==> src/rtl/mux41_rr_arbiter_if.sv <==
// Requester-side bus of the shared 4:1 mux arbiter: request/data in, grant/select/sample out.
interface mux41_rr_arbiter_if;
   logic [3:0] req;
   logic [3:0] a;
   logic [1:0] sel;
   logic [3:0] gnt;
   logic       y;
   logic       y_valid;
   logic       busy;

   modport master (output req, a, input sel, gnt, y, y_valid, busy);
   modport slave  (input req, a, output sel, gnt, y, y_valid, busy);
endinterface

==> src/rtl/mux41_rr_arbiter.sv <==
// Round-robin arbiter sharing one 4:1 one-bit mux between four requesters, with bounded hold.
// Optional MUX41_ARB_PARK_EN: keep the last grant parked while idle so its owner resumes with no latency.
module mux41_rr_arbiter #(
   parameter int unsigned HOLD_MAX = 4,
   parameter int unsigned CNT_W    = 4
) (
   input logic              clk,
   input logic              rst_n,
   mux41_rr_arbiter_if.slave bus
);
   localparam int unsigned N     = 4;
   localparam int unsigned SEL_W = 2;
   localparam logic [CNT_W-1:0] HOLD_LIM = CNT_W'(HOLD_MAX);

   typedef enum logic [1:0] {
      S_IDLE  = 2'd0,
      S_GRANT = 2'd1,
      S_PARK  = 2'd2
   } state_t;

   state_t           state;
   logic [SEL_W-1:0] sel_q;
   logic [SEL_W-1:0] ptr;
   logic [N-1:0]     gnt_q;
   logic [CNT_W-1:0] hold_cnt;
   logic             y_q;
   logic             y_valid_q;
   logic             busy_q;

   logic [N-1:0]     others_c;
   logic [SEL_W-1:0] win_ptr_c;
   logic [SEL_W-1:0] win_next_c;

   // First set request scanning from start upward, modulo 4.
   function automatic logic [SEL_W-1:0] pick(input logic [N-1:0] r, input logic [SEL_W-1:0] start);
      logic [SEL_W-1:0] idx;
      logic             found;
      pick  = start;
      found = 1'b0;
      for (int i = 0; i < N; i++) begin
         idx = start + SEL_W'(i);
         if (!found && r[idx]) begin
            pick  = idx;
            found = 1'b1;
         end
      end
   endfunction

   function automatic logic [N-1:0] onehot(input logic [SEL_W-1:0] i);
      onehot = N'(1) << i;
   endfunction

   assign others_c   = bus.req & ~onehot(sel_q);
   assign win_ptr_c  = pick(bus.req, ptr);
   assign win_next_c = pick(bus.req, sel_q + SEL_W'(1));

   // Sample path follows busy: with parking, a parked grant must not produce valid samples.
   always_ff @(posedge clk) begin
      if (!rst_n) begin
         state     <= S_IDLE;
         gnt_q     <= '0;
         sel_q     <= '0;
         ptr       <= '0;
         hold_cnt  <= '0;
         y_q       <= 1'b0;
         y_valid_q <= 1'b0;
         busy_q    <= 1'b0;
      end else begin
         y_q       <= busy_q ? bus.a[sel_q] : 1'b0;
         y_valid_q <= busy_q;
         case (state)
            S_IDLE: begin
               if (|bus.req) begin
                  gnt_q    <= onehot(win_ptr_c);
                  sel_q    <= win_ptr_c;
                  hold_cnt <= CNT_W'(1);
                  busy_q   <= 1'b1;
                  state    <= S_GRANT;
               end
            end
            S_GRANT: begin
               if (!bus.req[sel_q]) begin
                  ptr <= sel_q + SEL_W'(1);
                  if (|others_c) begin
                     gnt_q    <= onehot(win_next_c);
                     sel_q    <= win_next_c;
                     hold_cnt <= CNT_W'(1);
                  end else begin
                     busy_q <= 1'b0;
`ifdef MUX41_ARB_PARK_EN
                     state  <= S_PARK;
`else
                     gnt_q  <= '0;
                     state  <= S_IDLE;
`endif
                  end
               end else if ((hold_cnt == HOLD_LIM) && (|others_c)) begin
                  // Hold budget spent with others waiting: rotate past the current owner.
                  ptr      <= sel_q + SEL_W'(1);
                  gnt_q    <= onehot(win_next_c);
                  sel_q    <= win_next_c;
                  hold_cnt <= CNT_W'(1);
               end else if (hold_cnt != HOLD_LIM) begin
                  hold_cnt <= hold_cnt + CNT_W'(1);
               end
            end
`ifdef MUX41_ARB_PARK_EN
            S_PARK: begin
               if (bus.req[sel_q]) begin
                  hold_cnt <= CNT_W'(1);
                  busy_q   <= 1'b1;
                  state    <= S_GRANT;
               end else if (|bus.req) begin
                  gnt_q    <= onehot(win_ptr_c);
                  sel_q    <= win_ptr_c;
                  hold_cnt <= CNT_W'(1);
                  busy_q   <= 1'b1;
                  state    <= S_GRANT;
               end
            end
`endif
            default: begin
               gnt_q  <= '0;
               busy_q <= 1'b0;
               state  <= S_IDLE;
            end
         endcase
      end
   end

   assign bus.gnt     = gnt_q;
   assign bus.sel     = sel_q;
   assign bus.y       = y_q;
   assign bus.y_valid = y_valid_q;
   assign bus.busy    = busy_q;
endmodule

==> src/flat_wrapper.sv <==
// flat-port wrapper written by rule: the top's interface ports become plain ports
module mux41_rr_arbiter_flat 
#(
   parameter int unsigned HOLD_MAX = 4,
   parameter int unsigned CNT_W    = 4
)
  (clk, rst_n, bus_req, bus_a, bus_sel, bus_gnt, bus_y, bus_y_valid, bus_busy);
  mux41_rr_arbiter_if bus_i ();
  input logic clk;
  input logic rst_n;
  input wire logic [$bits(bus_i.req)-1:0] bus_req;
  input wire logic [$bits(bus_i.a)-1:0] bus_a;
  output wire logic [$bits(bus_i.sel)-1:0] bus_sel;
  output wire logic [$bits(bus_i.gnt)-1:0] bus_gnt;
  output wire logic [$bits(bus_i.y)-1:0] bus_y;
  output wire logic [$bits(bus_i.y_valid)-1:0] bus_y_valid;
  output wire logic [$bits(bus_i.busy)-1:0] bus_busy;
  assign bus_i.req = bus_req;
  assign bus_i.a = bus_a;
  assign bus_sel = bus_i.sel;
  assign bus_gnt = bus_i.gnt;
  assign bus_y = bus_i.y;
  assign bus_y_valid = bus_i.y_valid;
  assign bus_busy = bus_i.busy;
  mux41_rr_arbiter #(.HOLD_MAX(HOLD_MAX), .CNT_W(CNT_W)) u_core (.clk(clk), .rst_n(rst_n), .bus(bus_i));
endmodule
==> config.mk <==
export PLATFORM = sky130hd
export DESIGN_NAME = mux41_rr_arbiter_flat
export DESIGN_NICKNAME = d
export VERILOG_FILES = /design/src/rtl/mux41_rr_arbiter_if.sv /design/src/rtl/mux41_rr_arbiter.sv /design/src/flat_wrapper.sv
export SDC_FILE = /design/constraint.sdc
export NUM_CORES = 1
export LEC_CHECK = 0
export ABC_AREA = 1
export ABC_CLOCK_PERIOD_IN_PS = 4040
export CAP_MARGIN = 20
export CORE_MARGIN = 2
export CORE_UTILIZATION = 44
export CTS_BUF_LIST = sky130_fd_sc_hd__clkbuf_4 sky130_fd_sc_hd__clkbuf_8 sky130_fd_sc_hd__clkbuf_16
export CTS_CLUSTER_SIZE = 10
export DETAILED_ROUTE_END_ITERATION = 8
export MAX_ROUTING_LAYER = met4
export PLACE_DENSITY_LB_ADDON = 0.1
export SETUP_SLACK_MARGIN = 0.3
export SKIP_LAST_GASP = 1
export SYNTH_ARGS = -nofsm -noshare
export SYNTH_HDL_FRONTEND = slang
export SYNTH_SLANG_ARGS = --single-unit
==> constraint.sdc <==
create_clock -name clk -period 4.04 [get_ports clk]
set_clock_uncertainty 0.1 [all_clocks]
set_input_delay 0.808 -clock clk [delete_from_list [all_inputs] [get_ports clk]]
set_output_delay 0.808 -clock clk [all_outputs]
set_load 0.05 [all_outputs]
== Yosys cells after proc, flatten, opt, wreduce, memory -nomap -nowiden ==
Index checks and enable logic that the tools add are counted.
Cells by class
  order comparisons: 9
  equal/unequal tests: 10
  $add $sub $neg: 8
  shifts and indexed selects: 3
  multiplexer cells: 58
  bitwise gates (word level): 2
  reduce and logical (&&, ||, !) cells: 23
Operators by type and width (count)
  $mux 4: 9
  $mux 2: 15
  $lt 2x3->1 const B: 9
  $bmux 1 s2: 10
  $mux 1: 19
  $pmux 4 s2: 2
  $shl 1x2->4 const A: 3
  $add 2x2->2 const B: 4
  $pmux 2 s2: 2
  $reduce_and 4->1: 2
  $reduce_or 4->1: 2
  $logic_and 1x1->1: 7
  $add 2x1->2 const B: 3
  $logic_not 1->1: 6
  $ne 2x2->1 const B: 3
  $reduce_and 2->1: 3
  $add 4x1->4 const B: 1
  $and 4x4->4: 1
  $eq 4x3->1 const B: 1
  $ne 4x3->1 const B: 1
  $ne 4x4->1 const B: 1
  $not 4->4: 1
  $ne 3x1->1 const B: 1
  $ne 3x3->1 const B: 1
  other kinds (6): 6
Word-level totals
  output and inout bits: 9
  input port bits: 10
  flip-flop bits (word level): 17
  logic and storage cells: 121

== Longest topological paths before layout ==
  depth in word-level cells: 17
  gate-level depth with buffers: 18
  mapped depth without buffers: 17

== Least setup slack after synthesis ==
Ideal clock, no wire load.
  path kind: register -> register
  from: register u_core.sel_q[1] (netlist: u_core.bus.sel[1])
  to: register u_core.gnt_q[1] (netlist: u_core.bus.gnt[1])
  required time: 3.884 ns
  data arrival time: 2.346 ns
  buffers on the path: 0
  cell stages (with the launch flop): 17
  setup time: 0.056 ns
  period minus slack after synthesis: 2.501 ns
  setup slack: 1.539 ns
  cell sequence: dfxtp_1 inv_1 ha_1 inv_2 nand2_1 nand2_2 nand2_2 nand2_4 nor2_8 nand2_2 nand2_2 nand3_2 nor2_2 nand2_1 nand3_1 nand2_1 inv_1
Between the ends
  cells in the longest elaborated chain, start to end: 17
  elaborated cells on any way between the ends: 38
  classes of those cells: 4 x add/sub; 1 x eq/ne; 2 x shift; 20 x mux; 2 x bitwise; 9 x reduce/logical
Ends and longest elaborated chain
  start: declaration: RTL line mux41_rr_arbiter.sv:22  | logic [SEL_W-1:0] sel_q;
  start signal: assignment: RTL line mux41_rr_arbiter.sv:75  | sel_q <= win_ptr_c;
  start signal: assignment: RTL line mux41_rr_arbiter.sv:86  | sel_q <= win_next_c;
  start signal: assignment: RTL line mux41_rr_arbiter.sv:101  | sel_q <= win_next_c;
  parallel branches: the longest is 17 deep, another holds $add 2x1->2
  end signal: assignment: RTL line mux41_rr_arbiter.sv:74  | gnt_q <= onehot(win_ptr_c);
  end signal: assignment: RTL line mux41_rr_arbiter.sv:85  | gnt_q <= onehot(win_next_c);
  end signal: assignment: RTL line mux41_rr_arbiter.sv:100  | gnt_q <= onehot(win_next_c);
  end: declaration: RTL line mux41_rr_arbiter.sv:24  | logic [N-1:0] gnt_q;
Parallel ways; which one is timed is not known. The select of a mux whose other input is x is not followed.
A chain may end at the register's enable or synchronous reset.

==> results.toml <==
[outcome]
status = "finished clean"

[routing]
first_iter_violations = 75
post_drt_wl_per_cell_um = 10.9
wl_um = 3510
viasPerCell = 4.74
antenna_left = 0
first_pass_iters = 4
drc = 0
via_count = 1527

[cts]
tritoncts = "yes"
root_buffer = "clkbuf_4"
post_cts_buffers = 0
cts_made_buffers = 3
clockBufferDepth = 2
post_cts_resized = 0
cts_num_sinks = 15
insertion_delay_ns = 0.29
cts_hold_buf = 0
h-tree-depth = 1
clkTransAtPathRegs_ns = 0.09

[cells_and_area]
final_cell_area_sq_um = 1740
final_layout_size_suffix_gt1_share_pct = 15.2
nNetsFinal = 293
syn2layout_area_growth_pct = 15.6
finalNonFillerCells = 322
antenna_cells = 0
finish.utilization_pct = 52.6

[worst_hold_path]
min_to = "u_core.hold_cnt[1]"
min_path_cells = 2
min_from = "u_core.hold_cnt[1]"
hold_path.class = "flop to flop"

[die]
coreArea_sq_um = 3310
die_w_um = 62.5
die_area_sq_um = 3910
start_util_pct = 45.5
die_h_um = 62.5
std_cell_rows = 21
io_pins = 19

[sta]
fin_ws_ns = 1.36
finalHoldViolCount = 0
fmax_ghz = 0.374
setup_tns_ns = 0
min_period_ns = 2.68
setup_viol = 0
drv_slew = 0
tightest_slew_ns = 0.494
maxSlewHeadroom_pct = 66.9
period_share_pct = 66.2
grt_setup_unrepaired = "no"

[worst_setup_path]
cp_num_buf_inv = 1
slowest_stage = "clkdlybuf4s50_1"
arrival_ns = 1.77
crit_path_cell_trace = "clkdlybuf4s50_1"
crit_family = "buffers and inverters"
r2r-start = "u_core.bus.sel[0]"
r2r_end = "u_core.bus.sel[1]"
worstSetupEndpointType = "primary output"
r2r_slack_ns = 1.53
cp.required_ns = 3.13
worstSetupStartpointType = "flop"
critPathMaxStageDelay_ns = 0.88
reg2regPathDepth = 18
crit_type = "flop to primary output"
cp_max_fo = 11

[synth]
syn_avg_cell_area_sq_um = 5.83
yosysUniqueCellTypes = 30
ys_seq_elements = 15
seq_area_frac_synth_pct = 20.0
syn_area_sq_um = 1510
netlist_instances = 258
synth_warnings = 0
synth_top_cell_by_area = "nand2_1"
netlist.area_leader.share_pct = 24.9
synth_edf_count = 0
syn_nets = 274
synth_top_flop_cell = "dfxtp_1"
synth_area_leaders = "nand2_1 (25%), dfxtp_1 (20%), nand3_1 (9.0%), nand2_2 (5.4%), inv_1 (5.2%)"
async_flop_share_pct = 0

[global_route]
grt_overflow = 0
grt_pass1_vias = 1397
grt_pass1_wl_um = 6130
grtUsageTotal_pct = 19.6
antenna_found_initial = 0
grt_max_degree = 15

[placed_design]
dp_cells = 318
pre_cts_slack_ns = 1.23
gp_congestion = 0.873
port_buffers = 18
place_area_sq_um = 1710
hpwl_um = 2780

[power_and_ir_drop]
ir_drop_uv = 379
p_per_area_nw_per_um2 = 738
leakage_nw = 0.897

[job]
drv_cap = 0
## cells in the final DEF, fill, tap and decap left out, types with 2 or more instances in the layout
master / synthesis / final
nor2_4: 3 / 3
nand3_1: 27 / 27
clkbuf_4: 0 / 4
clkdlybuf4s50_1: 0 / 18
o21ai_0: 7 / 7
nor2_2: 3 / 3
nor2_1: 17 / 17
xor2_1: 2 / 2
nand2_1: 100 / 100
nor4_1: 3 / 3
a21oi_1: 11 / 11
dfxtp_1: 15 / 15
inv_2: 10 / 10
nand3_2: 2 / 2
nand2_4: 2 / 2
nand2_2: 13 / 13
o22ai_1: 2 / 2
inv_1: 21 / 21
ha_1: 6 / 6
## worst max path at each step
stage / startpoint / to / cells past startpoint
6_report: u_core.state[0] / bus_busy / 1
5_1_grt: u_core.bus.sel[0] / u_core.bus.sel[1] / 18
4_1_cts: u_core.state[0] / bus_busy / 1
3_5_place_dp: bus_req[1] / u_core.bus.gnt[0] / 13
3_3_place_gp: bus_req[1] / u_core.bus.gnt[0] / 13
2_1_floorplan: u_core.bus.sel[1] / u_core.bus.gnt[1] / 16
## through the flow
step / hold WS (ns) / total power [mW]
after floorplan: 0.364 / 1.01
after detailed placement: 0.391 / 1.19
after global routing: 0.436 / 1.43
final: 0.402 / 1.28
after CTS: 0.403 / 1.29
after global placement: 0.380 / 1.20
## layout make-up
| type | instances | area [sq um] |
|---|---|---|
| inverter | 32 | 120 |
| multi-input combinational | 206 | 1040 |
| tap | 46 | 57.6 |
| fill | 384 | 1570 |
| sequential | 15 | 300 |
| timing repair buffer | 19 | 188 |
| clock buffer | 4 | 30.0 |
## where the power goes
part	leakage, nW	switching (mW)	internal (mW)
combinational	0.755	0.642	0.320
sequential	0.124	0.0427	0.184
clock	0.0184	0.0506	0.0451
total	0.897	0.736	0.549
## cells by family after synthesis
logic type | share of synthesized area, %
buf+inv | 10.6
flops | 20.0
compound gates | 8.81
xor+xnor | 1.75
fa+ha+maj | 4.99
simple gates | 53.9
## sequential cells by signal, summed over array words and instances, names as in the netlist
register            flops
u_core.bus.y_valid      1
u_core.bus.y            1
u_core.state            1
u_core.bus.gnt          4
u_core.ptr              2
u_core.bus.sel          2
u_core.hold_cnt         4
## synthesized netlist by cell type (all sizes together), types with 2 or more instances
library cell / instances
nand2: 115
inv: 31
nand3: 29
nor2: 24
dfxtp: 15
a21oi: 12
o21ai: 9
ha: 6
buf: 4
nor4: 3
and2: 2
o22ai: 2
xor2: 2
## metal layers
| metal | global-route usage [%] | wire [um] | part of all wire [%] |
|---|---|---|---|
| met1 | 27.4 | 1820 | 52 |
| met2 | 30.5 | 1580 | 45 |
| met3 | 3.24 | 100 | 2.9 |
| met4 | 2.50 | 10 | 0.29 |
| met5 | - | 0 | 0 |
Note: power is estimated with default switching activity, not from simulation.
